[config.mk]
export PLATFORM = sky130hd
export DESIGN_NAME = pixel_write_queue
export DESIGN_NICKNAME = d
export VERILOG_FILES = /design/src/rtl/pixel_write_queue.sv
export SDC_FILE = /design/constraint.sdc
export NUM_CORES = 1
export LEC_CHECK = 0
export CORE_ASPECT_RATIO = 1.25
export CORE_UTILIZATION = 40
export CTS_CLUSTER_DIAMETER = 60
export DETAILED_ROUTE_END_ITERATION = 10
export PLACE_DENSITY_LB_ADDON = 0.1
export SETUP_SLACK_MARGIN = 0.5
export SYNTH_ARGS = -nofsm -noshare
export SYNTH_HDL_FRONTEND = slang
export SYNTH_SLANG_ARGS = --single-unit
[constraint.sdc]
create_clock -name Clck -period 11.7 [get_ports Clck]
set_clock_uncertainty 0.1 [all_clocks]
set_input_delay 2.925 -clock Clck [delete_from_list [all_inputs] [get_ports Clck]]
set_output_delay 2.925 -clock Clck [all_outputs]
set_load 0.1 [all_outputs]
[src/rtl/pixel_write_queue.sv]
// Buffers painter pixel strobes into a small FIFO and drains them to the framebuffer
// write port, with a full-screen clear sequence that runs ahead of any pending pixels.
module pixel_write_queue #(
    parameter int unsigned SCR_WIDTH  = 160,
    parameter int unsigned SCR_HEIGHT = 120,
    parameter int unsigned XW         = 8,
    parameter int unsigned YW         = 7,
    parameter int unsigned CW         = 3,
    parameter int unsigned AW         = 15,
    parameter int unsigned DEPTH      = 8
) (
    input  logic          Clck,
    input  logic          Reset,
    input  logic [XW-1:0] paint_x_co,
    input  logic [YW-1:0] paint_y_co,
    input  logic [CW-1:0] color,
    input  logic          print_enable,
    input  logic          clear_req,
    input  logic [CW-1:0] clear_color,
    input  logic          fb_ready,
    output logic          fb_we,
    output logic [AW-1:0] fb_addr,
    output logic [CW-1:0] fb_data,
    output logic          busy,
    output logic          overflow,
    output logic          dropped_oob
);

    localparam int unsigned PW        = $clog2(DEPTH);
    localparam int unsigned EW        = XW + YW + CW;
    localparam int unsigned NPIX      = SCR_WIDTH * SCR_HEIGHT;
    localparam logic [AW-1:0] LAST_ADDR = AW'(NPIX - 1);
    localparam logic [PW:0]   FULL_CNT  = (PW+1)'(DEPTH);

    typedef enum logic {
        DRAIN = 1'b0,
        CLEAR = 1'b1
    } state_t;

    state_t state, state_next;

    logic          pe_q;
    logic [EW-1:0] mem [DEPTH];
    logic [PW-1:0] wr_ptr, rd_ptr;
    logic [PW:0]   count, count_next;
    logic [AW-1:0] clr_addr;
    logic [CW-1:0] clr_color;

    logic          cap_ev, in_range, push_try, push, pop, ovf_ev, clr_accept;
    logic          fifo_empty, fifo_full;
    logic [XW-1:0] head_x;
    logic [YW-1:0] head_y;
    logic [CW-1:0] head_c;

    logic          we_next;
    logic [AW-1:0] addr_next;
    logic [CW-1:0] data_next;

    // Rising edge of the strobe is the only capture point, whatever the pulse length.
    assign cap_ev     = print_enable && !pe_q;
    assign in_range   = (32'(paint_x_co) < SCR_WIDTH) && (32'(paint_y_co) < SCR_HEIGHT);
    assign fifo_empty = (count == '0);
    assign fifo_full  = (count == FULL_CNT);
    assign clr_accept = (state == DRAIN) && clear_req;
    // A clear request takes the drain slot, so nothing pops on the acceptance edge.
    assign pop        = (state == DRAIN) && !clear_req && !fifo_empty && fb_ready;
    assign push_try   = cap_ev && in_range;
    assign push       = push_try && (!fifo_full || pop);
    assign ovf_ev     = push_try && fifo_full && !pop;
    assign count_next = count + (PW+1)'(push) - (PW+1)'(pop);

    assign head_x = mem[rd_ptr][EW-1 -: XW];
    assign head_y = mem[rd_ptr][CW +: YW];
    assign head_c = mem[rd_ptr][CW-1:0];

    // State register
    always_ff @(posedge Clck) begin
        if (Reset) state <= DRAIN;
        else       state <= state_next;
    end

    // Next-state logic
    always_comb begin
        state_next = state;
        case (state)
            DRAIN: if (clear_req) state_next = CLEAR;
            CLEAR: if (fb_ready && (clr_addr == LAST_ADDR)) state_next = DRAIN;
            default: state_next = DRAIN;
        endcase
    end

    // Next values of the registered write port
    always_comb begin
        we_next   = 1'b0;
        addr_next = fb_addr;
        data_next = fb_data;
        case (state)
            DRAIN: begin
                if (pop) begin
                    we_next   = 1'b1;
                    addr_next = AW'(head_y) * AW'(SCR_WIDTH) + AW'(head_x);
                    data_next = head_c;
                end
            end
            CLEAR: begin
                if (fb_ready) begin
                    we_next   = 1'b1;
                    addr_next = clr_addr;
                    data_next = clr_color;
                end
            end
            default: we_next = 1'b0;
        endcase
    end

    // FIFO storage needs no reset; pointers and count define its contents.
    always_ff @(posedge Clck) begin
        if (push) mem[wr_ptr] <= {paint_x_co, paint_y_co, color};
    end

    always_ff @(posedge Clck) begin
        if (Reset) begin
            pe_q        <= 1'b0;
            wr_ptr      <= '0;
            rd_ptr      <= '0;
            count       <= '0;
            clr_addr    <= '0;
            clr_color   <= '0;
            fb_we       <= 1'b0;
            fb_addr     <= '0;
            fb_data     <= '0;
            busy        <= 1'b0;
            overflow    <= 1'b0;
            dropped_oob <= 1'b0;
        end else begin
            pe_q    <= print_enable;
            fb_we   <= we_next;
            fb_addr <= addr_next;
            fb_data <= data_next;
            count   <= count_next;
            if (push) wr_ptr <= wr_ptr + PW'(1);
            if (pop)  rd_ptr <= rd_ptr + PW'(1);
            if (clr_accept) begin
                clr_addr  <= '0;
                clr_color <= clear_color;
            end else if ((state == CLEAR) && fb_ready) begin
                clr_addr <= clr_addr + AW'(1);
            end
            busy <= (state_next == CLEAR) || (count_next != '0);
            if (ovf_ev)                overflow    <= 1'b1;
            if (cap_ev && !in_range)   dropped_oob <= 1'b1;
        end
    end

endmodule

==> key figures <==
Worst setup path
  • Most frequent CP cell: ha_1
  • Reg2Reg Depth: 14
  • Critical Path Fanout Max: 9
  • Worst path bufs/invs: 3
  • Critical path's slowest cell: clkdlybuf4s50_1
  • Worst Path Arrival: 6.23 ns
  • Critical R2R Capture: fb_addr[12]
  • Critical-path cell list: clkdlybuf4s50_1 > o21ai_0 > nand3_1 > a31oi_1 > inv_2 > ha_1 > inv_1 > ha_1 > fa_1 > xnor2_1 > nor4b_1 > o21bai_1
  • Startpoint Class: input pin
  • Register-to-register setup slack: 7.29 ns
  • Worst Path Required: 11.91 ns
  • Critical Path Sink Type: register
  • CP max stage delay: 0.55 ns
  • CP top delay family: compound AO/OA/AOI/OAI gates
  • Setup CP Type: input pin to register

GRT
  • Largest net degree at the start of global routing: 42
  • Vias in the first global route: 4730
  • GRT Total Usage: 0.1704
  • Grt total ovfl: 0
  • Initial antenna violation count: 0
  • First-pass GRT wire length: 26320 um

Clocking
  • Root Driver: clkbuf_16
  • Setup Buffers After CTS: 0
  • CTS max path bufs: 2
  • Depth of the CTS H-tree: 4
  • Resized cells post-CTS: 0
  • CTS tree: yes
  • Sink Count: 199
  • Cts hold-fix bufs: 0
  • CTS Buf Count: 17
  • Worst skew pair latency: 0.44 ns
  • Worst-path clk slew: 0.07 ns

Synthesis
  • Biggest area consumer among synthesized cells: edfxtp_1
  • Mean Syn Cell Area: 14.90 sq um
  • Mapped Area: 8284 sq um
  • Warnings, synthesis: 0
  • Yosys cell types: 51
  • Synth area leaders: edfxtp_1 (52%), dfxtp_1 (13%), mux4_2 (9.8%), ha_1 (3.3%), nor2_1 (2.2%)
  • Flops & latches, synth: 199
  • Synth top cells by count: edfxtp_1 (144), dfxtp_1 (55), nor2_1 (49), nand2_1 (47), mux4_2 (36)
  • Post-synth EDFFs: 144
  • Ys async rst share: 0
  • Sequential share of the synthesized area: 0.6549
  • Mapped Cells: 556
  • Top_reg_cell synth: edfxtp_1
  • Top cell type's share of synthesized area: 0.5220
  • Cell with the most instances after synthesis: edfxtp_1
  • Syn Nets: 607

Drt
  • WL final: 16400 um
  • Vias per cell: 5.179
  • M1 WL: 7292 um
  • Met2 wire length: 8385 um
  • DR pass1 iterations: 4
  • ANT nets after route: 0
  • Top Metal Used: met4
  • DRC Markers: 0
  • Routed wl met3: 468 um
  • Avg WL per Cell: 18.35 um
  • Starting DRC count in detailed routing: 309
  • Via count: 4630

Pwr
  • Worst vdd ir: 0.0001225 V
  • Sw power: 558.7 uW
  • Sequential power share: 0.449
  • Internal power: 1224 uW
  • PD cells: 184.2 nW/um^2
  • Pleak: 0.003175 uW
  • Clock group share of total power: 0.321
  • Switching Fraction: 0.3133
  • Comb pwr share: 0.231
  • Power Total: 1783 uW

Timing
  • Final hold violations: 0
  • Final setup fails: 0
  • Slew headroom: 0.2462
  • Fmax: 0.1660 GHz
  • Final cycle utilization of the critical path: 0.5148
  • Unrepaired setup endpoints after global routing: no
  • Min Tclk post-route: 6.023 ns
  • Worst-Margin Slew: 1.123 ns
  • Final Max Slew Viols: 0
  • Setup TNS: 0 ns

Min path
  • Class of the worst hold path: register to register
  • Worst Min Path Start: fb_addr[6]
  • Worst Hold Path Cells: 2
  • Hold endpoint: fb_addr[6]

Floorplan
  • Die area: 21290 sq um
  • Die width: 130.7 um
  • Initial Util: 0.4092
  • Top-level port count: 48
  • Row Count: 58
  • Die height: 162.9 um
  • Core area: 20250 sq um

Cells and area
  • ANT cells: 0
  • Area delta synth->final: 16.86%
  • Filler Cells Inserted: 1763
  • Sequential cell area: 5426 sq um
  • Nets@finish: 662
  • Area of the multi-input gates: 2714 sq um
  • Layout cells sized above 1: 0.1651

Outcome
  • Outcome: complete, no violations

Place
  • DP HPWL: 10530 um
  • Buffers on Ports: 47
  • Gp weighted congestion: 0.8325

Flow run
  • Max-Cap Viols: 0
-- power groups by stage --
stage	combinational [uW]	clock (uW)	sequential (uW)
floorplan	227	0	903
global placement	412	0	815
detailed placement	416	0	817
CTS	418	586	801
global route	454	614	804
finish	411	572	800
-- worst register-to-register path, delay by kind of cell (launching register included) --
| family | cells | cell delay [ns] |
|---|---|---|
| multiplexers | 2 | 0.88 |
| adder cells (fa/ha/maj) | 3 | 0.83 |
| AND/OR/NAND/NOR | 2 | 0.75 |
| buffers and inverters | 3 | 0.74 |
| XOR/XNOR | 2 | 0.44 |
| flip-flops | 1 | 0.32 |
| AO/OA/AOI/OAI | 2 | 0.28 |
-- registers in the layout, summed over array words and instances (netlist names), named ones only --
| signal | flops |
|---|---|
| clr_color | 3 |
| fb_we | 1 |
| wr_ptr | 3 |
| pe_q | 1 |
| mem | 144 |
| rd_ptr | 3 |
| fb_addr | 15 |
| fb_data | 3 |
| busy | 1 |
| state | 1 |
| dropped_oob | 1 |
| clr_addr | 15 |
| overflow | 1 |
| count | 4 |
-- cell type report --
cell class	instances	area share
Timing Repair Buffer	60	0.05868
Tap cell	270	0.03490
Clock buffer	17	0.04394
Clock inverter	15	0.01616
Multi-Input combinational cell	319	0.2803
Sequential cell	199	0.5606
Inverter	14	0.005428
-- metrics by stage --
| stage | area [sq um] | cells | setup WS, ns | hold slack [ns] | util |
|---|---|---|---|---|---|
| 3_5_place_dp | 9099 | 862 | 5.291 | 0.3476 | 0.4494 |
| 4_1_cts | 9681 | 894 | 5.745 | 0.3585 | 0.4781 |
| 6_report | 9681 | 894 | 5.677 | 0.3535 | 0.4781 |
| 3_3_place_gp | 9099 | 862 | 5.431 | 0.3396 | 0.4494 |
| 5_1_grt | 9681 | 894 | 5.375 | 0.3764 | 0.4781 |
| 2_1_floorplan | 8284 | 556 | 6.060 | 0.3541 | - |
-- worst max path at each step --
stage                              from   endpoint  slack (ns)  cells past startpoint
after global placement    paint_x_co[5]       busy        5.43                     12
after CTS                 paint_x_co[5]       busy        5.75                     12
final                     paint_x_co[5]       busy        5.68                     12
after detailed placement  paint_x_co[5]       busy        5.29                     12
after global routing      paint_x_co[5]       busy        5.38                     12
after floorplan               clear_req  mem[4][0]        6.06                      5
-- placed cells by master, fill, tap and decap left out, types with 4 or more instances in the layout --
master           netlist  routed
ha_1                  22      22
and3_1                 4       4
dfxtp_1               55      54
xnor2_1                8       8
clkinv_4               0       4
xor2_1                18      18
clkbuf_16              0      17
o211ai_1               6       6
mux4_2                36      36
a211oi_1               4       4
nor3_1                 6       4
nor2_1                49      47
clkdlybuf4s50_1        0      47
o21ai_1               11      11
nand2b_1               7       7
mux2_2                 7       7
buf_4                  1      13
inv_6                  0       4
inv_1                 11      11
o21ai_0                6       6
nand3_1               10      10
mux2i_1               14      14
nand2_1               47      47
edfxtp_1             144     144
a21oi_1               22      22
nor2b_1                8       8
-- routing by layer --
metal,vias up,track usage
met5,-,0
met1,2332,0.2207
met3,22,0.03449
met4,0,0.06008
li1,2194,-
met2,82,0.2823
-- kinds of logic after synthesis --
logic type	synth area share
AND/OR/NAND/NOR	0.08760
adder cells (fa/ha/maj)	0.04169
XOR/XNOR	0.02749
buffers and inverters	0.01933
multiplexers	0.1261
flip-flops	0.6549
AO/OA/AOI/OAI	0.04289
Note: power is estimated with default switching activity, not from simulation.
